==> config.mk <==
export PLATFORM = sky130hd
export DESIGN_NAME = sw_alloc_rr
export DESIGN_NICKNAME = d
export VERILOG_FILES = /design/src/rtl/sw_alloc_rr.sv
export SDC_FILE = /design/constraint.sdc
export NUM_CORES = 1
export LEC_CHECK = 0
export BUFFER_PORTS_ARGS = -buffer_cell sky130_fd_sc_hd__buf_2
export CAP_MARGIN = 40
export CORE_ASPECT_RATIO = 1.4
export CORE_UTILIZATION = 58
export CTS_CLUSTER_SIZE = 16
export DETAILED_ROUTE_END_ITERATION = 12
export PLACE_DENSITY = 0.78
export SLEW_MARGIN = 10
export SYNTH_ARGS = -nofsm -noshare
export SYNTH_HDL_FRONTEND = slang
export SYNTH_SLANG_ARGS = --single-unit
==> constraint.sdc <==
create_clock -name clk -period 11.13 [get_ports clk]
set_clock_uncertainty 0.05 [all_clocks]
set_input_delay 1.113 -clock clk [delete_from_list [all_inputs] [get_ports clk]]
set_output_delay 1.113 -clock clk [all_outputs]
set_load 0.01 [all_outputs]
==> src/rtl/sw_alloc_rr.sv <==
// 5x5 router switch allocator: one wormhole FSM per output,
// round-robin or fixed-priority pick, sticky request-error flags.
module sw_alloc_rr #(
  parameter bit ALLOW_UTURN = 1'b0,
  parameter bit RR          = 1'b1
) (
  input  logic            clk,
  input  logic            rst,
  input  logic [4:0][4:0] in_req,
  input  logic [4:0]      in_tail,
  output logic [4:0]      in_gnt,
  output logic [4:0][4:0] out_cfg,
  output logic [1:0]      err
);

  typedef enum logic {
    S_IDLE = 1'b0,
    S_LOCK = 1'b1
  } st_e;

  st_e             r_st [5];
  st_e             w_st_nxt [5];
  logic [4:0][4:0] r_cfg;
  logic [4:0][4:0] w_own_nxt;
  logic [4:0][4:0] w_elig;
  logic [4:0][2:0] r_ptr;
  logic [4:0][2:0] w_ptr_nxt;
  logic [4:0]      r_gnt;
  logic [4:0]      w_gnt_nxt;
  logic [4:0]      w_one;
  logic [4:0]      w_multi;
  logic [4:0]      w_uturn;
  logic [1:0]      r_err;
  logic [1:0]      w_err_nxt;

  function automatic logic [2:0] f_inc(
    input logic [2:0] x
  );
    return (x == 3'd4) ? 3'd0 : x + 3'd1;
  endfunction

  function automatic logic [2:0] f_enc(
    input logic [4:0] oh
  );
    logic [2:0] e;
    e = '0;
    for (int i = 0; i < 5; i++)
      if (oh[i]) e = 3'(i);
    return e;
  endfunction

  // first requester at or above ptr, wrapping mod 5
  function automatic logic [4:0] f_pick(
    input logic [4:0] req,
    input logic [2:0] ptr
  );
    logic [4:0] g;
    logic [2:0] idx;
    logic       hit;
    g   = '0;
    idx = ptr;
    hit = 1'b0;
    for (int k = 0; k < 5; k++) begin
      if (!hit && req[idx]) begin
        g[idx] = 1'b1;
        hit    = 1'b1;
      end
      idx = f_inc(idx);
    end
    return g;
  endfunction

  always_comb begin
    w_one   = '0;
    w_multi = '0;
    w_uturn = '0;
    w_elig  = '0;
    for (int p = 0; p < 5; p++) begin
      w_one[p]   = (in_req[p] != '0) &&
                   ((in_req[p] & (in_req[p] - 5'd1)) == '0);
      w_multi[p] = (in_req[p] != '0) && !w_one[p];
      w_uturn[p] = !ALLOW_UTURN && in_req[p][p];
    end
    for (int o = 0; o < 5; o++)
      for (int p = 0; p < 5; p++)
        w_elig[o][p] = in_req[p][o] && w_one[p] &&
                       !r_gnt[p] && !w_uturn[p];
  end

  always_ff @(posedge clk) begin
    if (rst) begin
      for (int o = 0; o < 5; o++) r_st[o] <= S_IDLE;
      r_cfg <= '0;
      r_ptr <= '0;
      r_gnt <= '0;
      r_err <= '0;
    end else begin
      for (int o = 0; o < 5; o++) r_st[o] <= w_st_nxt[o];
      r_cfg <= w_own_nxt;
      r_ptr <= w_ptr_nxt;
      r_gnt <= w_gnt_nxt;
      r_err <= w_err_nxt;
    end
  end

  // a locked output never arbitrates, so release leaves one idle cycle
  always_comb begin
    w_own_nxt = r_cfg;
    w_ptr_nxt = r_ptr;
    for (int o = 0; o < 5; o++) begin
      w_st_nxt[o] = r_st[o];
      unique case (r_st[o])
        S_IDLE: begin
          if (|w_elig[o]) begin
            w_st_nxt[o]  = S_LOCK;
            w_own_nxt[o] = f_pick(w_elig[o],
                                  RR ? r_ptr[o] : 3'd0);
          end
        end
        S_LOCK: begin
          if (|(in_tail & r_cfg[o])) begin
            w_st_nxt[o]  = S_IDLE;
            w_own_nxt[o] = '0;
            if (RR)
              w_ptr_nxt[o] = f_inc(f_enc(r_cfg[o]));
          end
        end
        default: w_st_nxt[o] = S_IDLE;
      endcase
    end
  end

  always_comb begin
    w_gnt_nxt = '0;
    for (int o = 0; o < 5; o++)
      w_gnt_nxt = w_gnt_nxt | w_own_nxt[o];
    w_err_nxt = r_err | {|w_multi, |w_uturn};
  end

  assign out_cfg = r_cfg;
  assign in_gnt  = r_gnt;
  assign err     = r_err;

endmodule

* Word-level counts from Yosys, hierarchy flattened *
Memory sizes are Yosys's and may differ from the RTL's.
Index checks and enable logic that the tools add are counted.

word-level totals
  flip-flop bits (word level) = 47
  RAM bits = 5
  input bits = 32
  output and inout bits = 32
  logic and storage cells = 673
  memories kept = 1

memory list
  memory  depth  width  rd ports  clocked after Yosys merged registers in  write ports  line  source
  r_st    5      1      5         0                                        5            21    st_e r_st [5];

cells by class
  add/sub/neg operators = 30
  order comparisons = 50
  eq/ne operators = 25
  multiplexer cells = 318
  bitwise operators = 45
  reductions and logical operators = 192

operators with widths
  kind                                                                                 count
  5-bit two-way mux                                                                    75
  3-bit two-way mux                                                                    50
  1-bit two-way mux                                                                    133
  1-bit logical AND                                                                    130
  5-bit bitwise OR                                                                     24
  3-bit by 4-bit less-than comparator with 1-bit output, second input constant         25
  3-bit by 1-bit adder with 3-bit output, second input constant                        25
  1-bit binary-select mux with 3-bit select                                            25
  1-bit demux with 3-bit select                                                        25
  3-bit equality test, second input constant                                           25
  3-bit by 1-bit greater-or-equal comparator with 1-bit output, second input constant  25
  5-bit OR reduction                                                                   12
  5-bit bitwise AND                                                                    10
  5-bit one-hot mux with 2 select lines                                                5
  1-bit zero test                                                                      35
  5-bit zero test                                                                      5
  5-bit nonzero test                                                                   5
  5-bit by 1-bit subtractor with 5-bit output, second input constant                   5
  1-bit one-hot mux with 2 select lines                                                5
  2-bit AND reduction                                                                  5
  1-bit NOT                                                                            5
  1-bit bitwise OR                                                                     5
  2-bit bitwise OR                                                                     1

* Longest topological paths before layout *
  word-level depth = 36
  depth in mapped cells = 21
  gate-level depth less buffers = 19

* Worst setup path before layout *
OpenSTA, ideal clock, no wires.

  path kind = register -> register
  from = register r_ptr[0] (netlist bit)
  to = register r_gnt[3], in the netlist in_gnt[3]
  setup time = 0.138 ns
  arrival time = 4.468 ns
  required time = 10.942 ns
  path slack = 6.474 ns
  stages on the path, launching flop included = 21
  path buffers = 3
  clock period less this slack = 4.656 ns
  cells stage by stage = dfxtp_1 clkbuf_1 inv_1 ha_1 a21oi_1 inv_1 ha_1 o21ai_0 a22o_1 clkbuf_1 inv_2 ha_1 clkbuf_1 o31a_1 a21oi_1 mux2_2 mux2_2 a31oi_1 o221ai_1 nand2_1 a41oi_1

on the way
  word-level cells in the longest chain between the ends = 29
  elaborated cells between the ends (all ways) = 90
  classes of those cells = add/sub (4); order compare (10); eq/ne (4); mux (51); bitwise (8); reduce/logical (13)

ends and longest elaborated chain
  item                                                                                            line  source
  start: declaration                                                                              26    logic [4:0][2:0] r_ptr;
  start signal: assignment                                                                        100   r_ptr <= w_ptr_nxt;
  branches (longest 22 deep; another with 3-bit by 4-bit less-than comparator with 1-bit output)  -
  5-bit two-way mux *                                                                             64    if (!hit && req[idx]) begin
  5-bit two-way mux *                                                                             114   if (|w_elig[o]) begin
  5-bit one-hot mux with 2 select lines *                                                         112   unique case (r_st[o])
  5-bit bitwise OR * (4 in series)                                                                136   w_gnt_nxt = w_gnt_nxt | w_own_nxt[o];
  end signal: assignment                                                                          101   r_gnt <= w_gnt_nxt;
  end: declaration                                                                                28    logic [4:0] r_gnt;

Mark *: on every way between the ends. The select of a mux whose other input is x is not followed.
A chain may end at the register's enable or synchronous reset.

* Worst setup path after layout *
  from = register r_ptr[12] (netlist bit)
  to = register r_gnt[1], in the netlist in_gnt[1]

on the way
  word-level cells in the longest chain between the ends = 26
  elaborated cells between the ends (all ways) = 87
  classes of those cells = add/sub (4); order compare (10); eq/ne (4); mux (51); bitwise (5); reduce/logical (13)

ends and longest elaborated chain
  item                                                                                            line
  branches (longest 22 deep; another with 3-bit by 4-bit less-than comparator with 1-bit output)  -
  5-bit two-way mux *                                                                             64
  5-bit two-way mux *                                                                             114
  5-bit one-hot mux with 2 select lines *                                                         112
  5-bit bitwise OR *                                                                              136

Marks and branches as above.

==> flow_metrics.env <==
export IMPL_grt_pass1_vias=7603
export IMPL_hp_class="reg -> reg"
export IMPL_dp_slack_ps=5790
export IMPL_routed_via_count=8434
export IMPL_setup_viol=0
export IMPL_ir_drop_v=0.0000825
export IMPL_fillCellCount=1136
export IMPL_leakagePower_nw=2.84
export IMPL_hpwl_um=18500
export IMPL_syn_area_um2=7050
export IMPL_die_w_um=95.2
export IMPL_synthFlopType="dfxtp_1"
export IMPL_clock_fmax_ghz=0.184
export IMPL_r2r_cells=17
export IMPL_yosysUniqueCellTypes=91
export IMPL_drv_slew=0
export IMPL_clk_pin_slew_worst_paths_ps=70
export IMPL_detailed_place_area_um2=7460
export IMPL_finalHoldViolCount=0
export IMPL_cp_end_kind="flop"
export IMPL_wire_per_inst_um=19.5
export IMPL_synth_most_common_cell="nor2_1"
export IMPL_postCtsSetupBuffers=0
export IMPL_yosysTopAreaCell="dfxtp_1"
export IMPL_die_height_um=132
export IMPL_yosys_warnings=0
export IMPL_cp_start_kind="flop"
export IMPL_yosys_register_bits=52
export IMPL_grt_pass1_wl_um=37600
export IMPL_crit_chain="inv_1 > ha_1 > a21oi_1 > inv_1 > ha_1 > o21ai_0 > a22o_1 > clkinv_1 > ha_1 > or3_1 > a21oi_1 > mux2_2 > o21ai_0 > a21oi_1 > a211o_1 > a2111oi_0 > a31oi_1"
export IMPL_die_area_um2=12600
export IMPL_final_cell_area_um2=7630
export IMPL_cp_arrival_ps=5560
export IMPL_relSlewSlack_pct=49.0
export IMPL_cts_tree="built"
export IMPL_synth_edff_count=0
export IMPL_antenna_found_initial=0
export IMPL_ys_seq_area_share_pct=14.8
export IMPL_required_ps=11250
export IMPL_ios=64
export IMPL_fin_setup_tns_ps=0
export IMPL_start_util_pct=59.7
export IMPL_yosys_top_cells_count="nor2_1 (121), nand2_1 (78), a21oi_1 (65)"
export IMPL_cts_sinks=52
export IMPL_avgSynthCellArea_um2=6.87
export IMPL_worst_pin_slew_ps=754
export IMPL_cts_resized=0
export IMPL_holdPathStages=1
export IMPL_io_buffers=63
export IMPL_cts_path_max_buffers=2
export IMPL_timing_final_ws_setup_ps=5690
export IMPL_synth_async_reset_ratio_pct=0
export IMPL_wirelength_um=23600
export IMPL_post_route_period_util_pct=48.9
export IMPL_drtPass1Iterations=6
export IMPL_synth_top_area_share_pct=14.8
export IMPL_drive_gt1_share_pct=10.5
export IMPL_htree_levels=2
export IMPL_outcome="complete, no violations"
export IMPL_grt_max_degree=32
export IMPL_grt_setup_unrepaired="no"
export IMPL_critPathMaxStageDelay_ps=610
export IMPL_synthToLayoutAreaGrowth_pct=8.18
export IMPL_grt_overflow=0
export IMPL_gp_congestion=1.01
export IMPL_crit_slowest_cell="dfxtp_1"
export IMPL_ctsHoldBuffers=0
export IMPL_rows=47
export IMPL_drtAntennaViolNets=0
export IMPL_power_density_nw_per_um2=78.0
export IMPL_numCtsBuffers=5
export IMPL_core_area_um2=11800
export IMPL_mappedNetlistNets=1090
export IMPL_route_detailed_drc=0
export IMPL_nNetsFinal=1125
export IMPL_vias_per_cell=6.98
export IMPL_yosys_top_cells_area="dfxtp_1 (15%), nor2_1 (6.4%), ha_1 (5.7%), a21oi_1 (4.6%), nand2_1 (4.2%)"
export IMPL_antenna_cells=0
export IMPL_drtIter0Drc=909
export IMPL_synthCells=1026
export IMPL_root_buffer="clkbuf_16"
export IMPL_cp_max_fo=13
export IMPL_period_minus_slack_ps=5440
export IMPL_maxCapViolations=0
export IMPL_critPathKind="reg -> reg"
export IMPL_grt_usage_pct=36.8
export IMPL_clock_latency_ps=290
report_power, final:
part           leakage [nW]  switching, mW  total, mW  internal, mW
clock network        0.0857         0.0741      0.182         0.107
logic                  2.33          0.120      0.195        0.0750
registers             0.423         0.0199      0.218         0.198
total                  2.84          0.214      0.595         0.381
layer usage:
metal / GRT usage, % / vias to the layer above / share of wire (%)
li1: - / 4033 / -
met1: 45.8 / 3922 / 41
met2: 62.1 / 381 / 47
met3: 3.39 / 98 / 6.2
met4: 18.0 / 0 / 5.1
met5: 0 / - / 0
cells in the final DEF, fill, tap and decap left out, types with 7 or more instances in the layout:
cell type  instances
nor2_1           121
nand2_1           78
a21oi_1           65
buf_2             63
nand3_1           57
dfxtp_1           52
o21ai_0           51
inv_1             44
nor3_1            43
ha_1              32
nor2b_1           26
nor4_1            26
o31ai_1           17
nor3b_1           17
a31oi_1           17
a21o_1            14
mux2i_1           14
a211oi_1          14
or3_1             13
nand4_1           13
and2_1            13
nand2b_1          12
a22oi_1           12
o22ai_1           12
nand3b_1          10
nor4b_1           10
a211o_1           10
mux2_2             9
and3_1             9
a221oi_1           8
o211ai_1           8
or4_1              8
or2_2              7
o21a_1             7
flip-flops by register name, summed over array words and instances, names as in the netlist:
| name | cells |
|---|---|
| out_cfg | 25 |
| in_gnt | 5 |
| r_st | 5 |
| err | 2 |
| r_ptr | 15 |
layout make-up:
class	instances	area (µm²)	share of cell area, %
clock buffers	5	125	1.64
clock inverters	3	46.3	0.607
inverters	51	191	2.51
multi-input cells	882	5660	74.2
flip-flops and latches	52	1040	13.6
well taps	147	184	2.41
repair buffers	69	384	5.03
critical path, delay by kind of cell, from the launching register on:
family / cells / cell delay [ps]
AO/OA/AOI/OAI: 9 / 2230
adder cells (fa/ha/maj): 3 / 1030
buffers and inverters: 3 / 630
flip-flops: 1 / 610
AND/OR/NAND/NOR: 1 / 380
multiplexers: 1 / 370
per-stage QoR:
step / power [mW] / instances / hold WS (ps) / utilization, %
after floorplan: 0.346 / 1026 / 408 / -
after global placement: 0.408 / 1198 / 426 / 62.7
after detailed placement: 0.411 / 1201 / 436 / 63.1
after CTS: 0.590 / 1209 / 447 / 64.5
after global routing: 0.623 / 1209 / 501 / 64.5
final: 0.595 / 1209 / 450 / 64.5
cells by family after synthesis:
family / share of synthesized area [%]
xor+xnor: 0.745
buf+inv: 5.11
simple gates: 37.7
mux: 3.42
compound gates: 32.0
fa+ha+maj: 6.24
flops: 14.8
path summary, 6_finish.rpt:
kind,endpoint,startpoint,slack [ps]
worst min register to register,r_st[0][4]$_SDFF_PP0_,r_st[0][4]$_SDFF_PP0_,450
worst max-delay path,in_gnt[1]$_SDFF_PP0_,r_ptr[12]$_SDFFE_PP0P_,5690
worst min-delay path,r_st[0][4]$_SDFF_PP0_,r_st[0][4]$_SDFF_PP0_,450
worst max register to register,in_gnt[1]$_SDFF_PP0_,r_ptr[12]$_SDFFE_PP0P_,5690
Note: power is estimated with default switching activity, not from simulation.
